## src/rtl/irq_ctrl_if.sv

```systemverilog
// Signal bundle between irq_ctrl and its neighbours (fetch, keyboard, Ethernet).
// IRQ_CNT_EN adds the per-source dispatch counters key_cnt/eth_cnt.
interface irq_ctrl_if;
  localparam int unsigned CNT_W = 16;

  logic             key_irq_raw;
  logic             eth_irq;
  logic             int_en;
  logic             branch;
  logic             rti;
  logic             interrupt_key;
  logic             interrupt_eth;
  logic             in_isr;
  logic [1:0]       isr_src;
  logic             pend_key;
  logic             pend_eth;
  logic             spurious_rti;
`ifdef IRQ_CNT_EN
  logic [CNT_W-1:0] key_cnt;
  logic [CNT_W-1:0] eth_cnt;
`endif

  // Environment side: sources, fetch control, observers
  modport master (
    output key_irq_raw, eth_irq, int_en, branch, rti,
    input  interrupt_key, interrupt_eth, in_isr, isr_src,
           pend_key, pend_eth, spurious_rti
`ifdef IRQ_CNT_EN
   ,input  key_cnt, eth_cnt
`endif
  );

  // Controller side
  modport slave (
    input  key_irq_raw, eth_irq, int_en, branch, rti,
    output interrupt_key, interrupt_eth, in_isr, isr_src,
           pend_key, pend_eth, spurious_rti
`ifdef IRQ_CNT_EN
   ,output key_cnt, eth_cnt
`endif
  );
endinterface

```

## src/rtl/irq_ctrl.sv

```systemverilog
// Interrupt controller ahead of fetch: syncs/latches key and eth events, arbitrates
// (eth first), blocks nesting until rti. IRQ_CNT_EN adds saturating dispatch counters.
module irq_ctrl #(
  parameter int unsigned SYNC_STAGES = 2
) (
  input  logic       clk,
  input  logic       rst_n,
  irq_ctrl_if.slave  bus
);
  localparam int unsigned CNT_W = 16;

  typedef enum logic [1:0] {IDLE, DISPATCH, IN_ISR} state_t;

  state_t                 state_q, state_d;
  logic [SYNC_STAGES-1:0] sync_q;
  logic                   key_prev_q;
  logic                   pend_key_q, pend_key_d;
  logic                   pend_eth_q, pend_eth_d;
  logic                   int_key_q, int_key_d;
  logic                   int_eth_q, int_eth_d;
  logic                   in_isr_q, in_isr_d;
  logic [1:0]             src_q, src_d;
  logic                   spur_q, spur_d;
  logic                   key_evt_c;
`ifdef IRQ_CNT_EN
  logic [CNT_W-1:0]       key_cnt_q, key_cnt_d;
  logic [CNT_W-1:0]       eth_cnt_q, eth_cnt_d;
`endif

  // Synchronised rising edge of the raw key level
  assign key_evt_c = sync_q[SYNC_STAGES-1] & ~key_prev_q;

  always_ff @(posedge clk or negedge rst_n) begin
    if (!rst_n) begin
      sync_q     <= '0;
      key_prev_q <= 1'b0;
    end else begin
      sync_q     <= {sync_q[SYNC_STAGES-2:0], bus.key_irq_raw};
      key_prev_q <= sync_q[SYNC_STAGES-1];
    end
  end

  always_ff @(posedge clk or negedge rst_n) begin
    if (!rst_n) begin
      state_q    <= IDLE;
      pend_key_q <= 1'b0;
      pend_eth_q <= 1'b0;
      int_key_q  <= 1'b0;
      int_eth_q  <= 1'b0;
      in_isr_q   <= 1'b0;
      src_q      <= 2'b00;
      spur_q     <= 1'b0;
`ifdef IRQ_CNT_EN
      key_cnt_q  <= '0;
      eth_cnt_q  <= '0;
`endif
    end else begin
      state_q    <= state_d;
      pend_key_q <= pend_key_d;
      pend_eth_q <= pend_eth_d;
      int_key_q  <= int_key_d;
      int_eth_q  <= int_eth_d;
      in_isr_q   <= in_isr_d;
      src_q      <= src_d;
      spur_q     <= spur_d;
`ifdef IRQ_CNT_EN
      key_cnt_q  <= key_cnt_d;
      eth_cnt_q  <= eth_cnt_d;
`endif
    end
  end

  // Next state and next register values; a new event on the winning source
  // in the dispatch cycle keeps its pending bit set.
  always_comb begin
    state_d    = state_q;
    pend_key_d = pend_key_q | key_evt_c;
    pend_eth_d = pend_eth_q | bus.eth_irq;
    int_key_d  = 1'b0;
    int_eth_d  = 1'b0;
    in_isr_d   = in_isr_q;
    src_d      = src_q;
    spur_d     = spur_q;
`ifdef IRQ_CNT_EN
    key_cnt_d  = key_cnt_q;
    eth_cnt_d  = eth_cnt_q;
`endif
    case (state_q)
      IDLE: begin
        if (bus.rti) spur_d = 1'b1;
        if (bus.int_en && (pend_key_q || pend_eth_q) && !bus.branch) begin
          state_d  = DISPATCH;
          in_isr_d = 1'b1;
          if (pend_eth_q) begin
            int_eth_d  = 1'b1;
            src_d      = 2'b10;
            pend_eth_d = bus.eth_irq;
`ifdef IRQ_CNT_EN
            if (eth_cnt_q != {CNT_W{1'b1}}) eth_cnt_d = eth_cnt_q + CNT_W'(1);
`endif
          end else begin
            int_key_d  = 1'b1;
            src_d      = 2'b01;
            pend_key_d = key_evt_c;
`ifdef IRQ_CNT_EN
            if (key_cnt_q != {CNT_W{1'b1}}) key_cnt_d = key_cnt_q + CNT_W'(1);
`endif
          end
        end
      end
      DISPATCH: begin
        if (bus.rti) spur_d = 1'b1;
        state_d = IN_ISR;
      end
      IN_ISR: begin
        if (bus.rti) begin
          state_d  = IDLE;
          in_isr_d = 1'b0;
          src_d    = 2'b00;
        end
      end
      default: state_d = IDLE;
    endcase
  end

  assign bus.interrupt_key = int_key_q;
  assign bus.interrupt_eth = int_eth_q;
  assign bus.in_isr        = in_isr_q;
  assign bus.isr_src       = src_q;
  assign bus.pend_key      = pend_key_q;
  assign bus.pend_eth      = pend_eth_q;
  assign bus.spurious_rti  = spur_q;
`ifdef IRQ_CNT_EN
  assign bus.key_cnt       = key_cnt_q;
  assign bus.eth_cnt       = eth_cnt_q;
`endif
endmodule
```

## src/flat_wrapper.sv

```systemverilog
// flat-port wrapper written by rule: the top's interface ports become plain ports
module irq_ctrl_flat 
#(
  parameter int unsigned SYNC_STAGES = 2
)
  (clk, rst_n, bus_key_irq_raw, bus_eth_irq, bus_int_en, bus_branch, bus_rti, bus_interrupt_key, bus_interrupt_eth, bus_in_isr, bus_isr_src, bus_pend_key, bus_pend_eth, bus_spurious_rti);
  irq_ctrl_if bus_i ();
  input  logic clk;
  input  logic rst_n;
  input wire logic [$bits(bus_i.key_irq_raw)-1:0] bus_key_irq_raw;
  input wire logic [$bits(bus_i.eth_irq)-1:0] bus_eth_irq;
  input wire logic [$bits(bus_i.int_en)-1:0] bus_int_en;
  input wire logic [$bits(bus_i.branch)-1:0] bus_branch;
  input wire logic [$bits(bus_i.rti)-1:0] bus_rti;
  output wire logic [$bits(bus_i.interrupt_key)-1:0] bus_interrupt_key;
  output wire logic [$bits(bus_i.interrupt_eth)-1:0] bus_interrupt_eth;
  output wire logic [$bits(bus_i.in_isr)-1:0] bus_in_isr;
  output wire logic [$bits(bus_i.isr_src)-1:0] bus_isr_src;
  output wire logic [$bits(bus_i.pend_key)-1:0] bus_pend_key;
  output wire logic [$bits(bus_i.pend_eth)-1:0] bus_pend_eth;
  output wire logic [$bits(bus_i.spurious_rti)-1:0] bus_spurious_rti;
  assign bus_i.key_irq_raw = bus_key_irq_raw;
  assign bus_i.eth_irq = bus_eth_irq;
  assign bus_i.int_en = bus_int_en;
  assign bus_i.branch = bus_branch;
  assign bus_i.rti = bus_rti;
  assign bus_interrupt_key = bus_i.interrupt_key;
  assign bus_interrupt_eth = bus_i.interrupt_eth;
  assign bus_in_isr = bus_i.in_isr;
  assign bus_isr_src = bus_i.isr_src;
  assign bus_pend_key = bus_i.pend_key;
  assign bus_pend_eth = bus_i.pend_eth;
  assign bus_spurious_rti = bus_i.spurious_rti;
  irq_ctrl #(.SYNC_STAGES(SYNC_STAGES)) u_core (.clk(clk), .rst_n(rst_n), .bus(bus_i));
endmodule
```

## config.mk

```make
export PLATFORM = sky130hd
export DESIGN_NAME = irq_ctrl_flat
export DESIGN_NICKNAME = d
export VERILOG_FILES = /design/src/rtl/irq_ctrl_if.sv /design/src/rtl/irq_ctrl.sv /design/src/flat_wrapper.sv
export SDC_FILE = /design/constraint.sdc
export NUM_CORES = 1
export LEC_CHECK = 0
export CAP_MARGIN = 10
export CORE_MARGIN = 3
export CORE_UTILIZATION = 30
export CTS_CLUSTER_DIAMETER = 60
export CTS_CLUSTER_SIZE = 40
export DETAILED_ROUTE_END_ITERATION = 8
export PLACE_DENSITY = 0.61
export RECOVER_POWER = 100
export SLEW_MARGIN = 5
export SYNTH_ARGS = -nofsm -noshare
export SYNTH_HDL_FRONTEND = slang
export SYNTH_SLANG_ARGS = --single-unit
```

## constraint.sdc

```tcl
create_clock -name clk -period 3.1 [get_ports clk]
set_input_delay 0.465 -clock clk [delete_from_list [all_inputs] [get_ports clk]]
set_output_delay 0.465 -clock clk [all_outputs]
set_load 0.03 [all_outputs]
```

==> impl_metrics.env <==
export IMPL_status="finished, final reports clean"
export IMPL_leakagePower_uw=0.0002959
export IMPL_start_kind="register"
export IMPL_ctsResizeCount=0
export IMPL_whs_ns=0.3491
export IMPL_synthAdderAreaFrac_pct=0
export IMPL_dieArea_um2=2031
export IMPL_dp_cells=61
export IMPL_syn_cell_area_um2=457.9
export IMPL_finalSetupTns_ns=0
export IMPL_wl_per_cell_um=11.75
export IMPL_synth_top_cell_by_area="dfrtp_1"
export IMPL_die_y_um=45.07
export IMPL_final_setup_viol_count=0
export IMPL_die_w_um=45.07
export IMPL_hold_start="u_core.sync_q[0]"
export IMPL_wirelength_um=764
export IMPL_yosysTopAreaCellShare_pct=71.04
export IMPL_grt_max_degree=14
export IMPL_crit_type="register to output port"
export IMPL_grt_overflow=0
export IMPL_antenna_found_initial=0
export IMPL_synthToLayoutAreaGrowth_pct=37.16
export IMPL_syn_area_per_cell_um2=14.31
export IMPL_worst_slack_ns=1.232
export IMPL_numPortBuffers=14
export IMPL_core_area_um2=1366
export IMPL_rsz0062_at_grt="no"
export IMPL_dr_first_iter_drc_count=2
export IMPL_worstMarginPinSlew_ns=0.6067
export IMPL_htree_levels=1
export IMPL_max_stage_delay_ns=0.76
export IMPL_grt_pass1_wl_mm=1.352
export IMPL_critPathCaptureType="output port"
export IMPL_max_cap_violations=0
export IMPL_viasPerCell=4.800
export IMPL_grt_pass1_vias=336
export IMPL_rrSetupSlack_ns=1.54
export IMPL_crit_chain="dlygate4sd3_1"
export IMPL_ys_ff_latch=13
export IMPL_hold_class="register to register"
export IMPL_hold_end="u_core.sync_q[1]"
export IMPL_synth_top_family_by_area="compound AO/OA/AOI/OAI gates"
export IMPL_synth_compound_area_share_pct=13.39
export IMPL_min_period_ns=1.868
export IMPL_required_ns=2.63
export IMPL_synth_nets=39
export IMPL_crit_fanout=4
export IMPL_route_vias_total=312
export IMPL_ios=15
export IMPL_yosys_warnings=0
export IMPL_preCtsSetupSlack_ns=1.387
export IMPL_arrival_ns=1.40
export IMPL_synth_cell_types=14
export IMPL_max_freq_mhz=535.2
export IMPL_row_count=13
export IMPL_drc=0
export IMPL_synthCells=32
export IMPL_fin_crit_sh_pct=60.27
export IMPL_power_density_nw_per_um2=605.0
export IMPL_numCtsBuffers=3
export IMPL_r2r_end="u_core.bus.pend_key"
export IMPL_postRouteAntennaNets=0
export IMPL_total_power_uw=380.0
export IMPL_numClockSinks=13
export IMPL_synthSimpleGateAreaFrac_pct=12.30
export IMPL_insertion_delay_ns=0.26
export IMPL_final_cell_mix="dfrtp_1, dlygate4sd3_1, inv_1"
export IMPL_ys_seq_area_share_pct=71.04
export IMPL_path_buf_inv=1
export IMPL_hold_violations=0
export IMPL_synthXorXnorAreaFrac_pct=0
export IMPL_antenna_cells=0
export IMPL_cp_slowest_cell="dlygate4sd3_1"
export IMPL_cts_root_buffer="clkbuf_4"
export IMPL_ff2ff_path_depth=3
export IMPL_muxShareOfSynthArea_pct=0
export IMPL_skew_ns=0.008153
export IMPL_start_util_pct=33.52
export IMPL_gp_congestion=0.6884
export IMPL_stdcell_count=65
export IMPL_vdd_drop_max_mv=0.3170
export IMPL_hpwl_um=609.4
export IMPL_slew_violations=0
export IMPL_synthTopCellsByArea="dfrtp_1, nor4b_4, a21o_1"
export IMPL_cts_tree="done"
export IMPL_slew_headroom_pct=58.98
export IMPL_whs_path_depth=0
export IMPL_dr_pass1_iters=3
export IMPL_final_layout_size_suffix_gt1_share_pct=12.00
export IMPL_grtUsageTotal_pct=9.219
export IMPL_cts_hold_buf=0
export IMPL_r2r_start="u_core.state_q[0]"
export IMPL_mostFrequentLayoutCell="dfrtp_1"
export IMPL_clk_path_buf_depth=2
export IMPL_postCtsSetupBuffers=0
export IMPL_crit_family="buffers and inverters"
export IMPL_fin_nets=58
export IMPL_clk_pin_slew_ns=0.07
cell usage after synthesis:
library cell  instances
a21o_2                1
dfrtp_1              13
nand2_1               2
a22o_2                1
nor3_1                1
nor4b_4               1
and2_2                1
o21bai_1              2
nand3b_1              1
o21a_1                1
inv_1                 4
a21o_1                2
nand3_1               1
o21ai_0               1
flip-flops by register name, summed over array words and instances, names as in the netlist:
signal / count
u_core.bus.spurious_rti: 1
u_core.key_prev_q: 1
u_core.bus.isr_src: 2
u_core.bus.pend_key: 1
u_core.sync_q: 2
u_core.bus.interrupt_key: 1
u_core.bus.pend_eth: 1
u_core.bus.in_isr: 1
u_core.state_q: 2
u_core.bus.interrupt_eth: 1
how the worst max path moves through the flow:
stage	from	end	slack [ns]	cells after the start
after floorplan	u_core.state_q[0]	u_core.bus.pend_key	1.90	3
after global placement	bus_branch	u_core.bus.pend_key	1.42	4
after detailed placement	bus_branch	u_core.bus.pend_key	1.39	4
after CTS	u_core.bus.pend_key	bus_pend_key	1.28	1
after global routing	bus_int_en	u_core.bus.pend_key	1.15	4
final	u_core.bus.pend_key	bus_pend_key	1.23	1
routing by layer:
layer / vias to the layer above / GRT usage, % / wire length [um]
met5: - / 0 / 0
li1: 146 / - / -
met2: 10 / 14.69 / 350
met3: 0 / 3.187 / 75
met4: 0 / 4.094 / 0
met1: 156 / 11.20 / 337
power by group:
part | switching [uW] | internal (uW)
sequential | 10.2 | 188
combinational | 48.4 | 35.1
clock | 48.5 | 49.7
cell families after synthesis:
kind of cell,after synthesis
AND/OR/NAND/NOR,7
buffers and inverters,4
AO/OA/AOI/OAI,8
flip-flops,13
stage by stage:
stage	util (%)	area, um2
after CTS	47.07	643.1
after floorplan	-	457.9
final	45.97	628.1
after detailed placement	45.15	616.8
after global routing	45.97	628.1
after global placement	45.15	616.8
area by class of cell:
class | instances | area (um2)
clock buffers | 4 | 26.28
fillers | 142 | 738.2
repair buffers | 14 | 140.1
inverters | 4 | 15.01
flip-flops and latches | 13 | 325.3
multi-input cells | 15 | 102.6
well taps | 15 | 18.77
No activity file was read; power rests on OpenSTA's default activity.
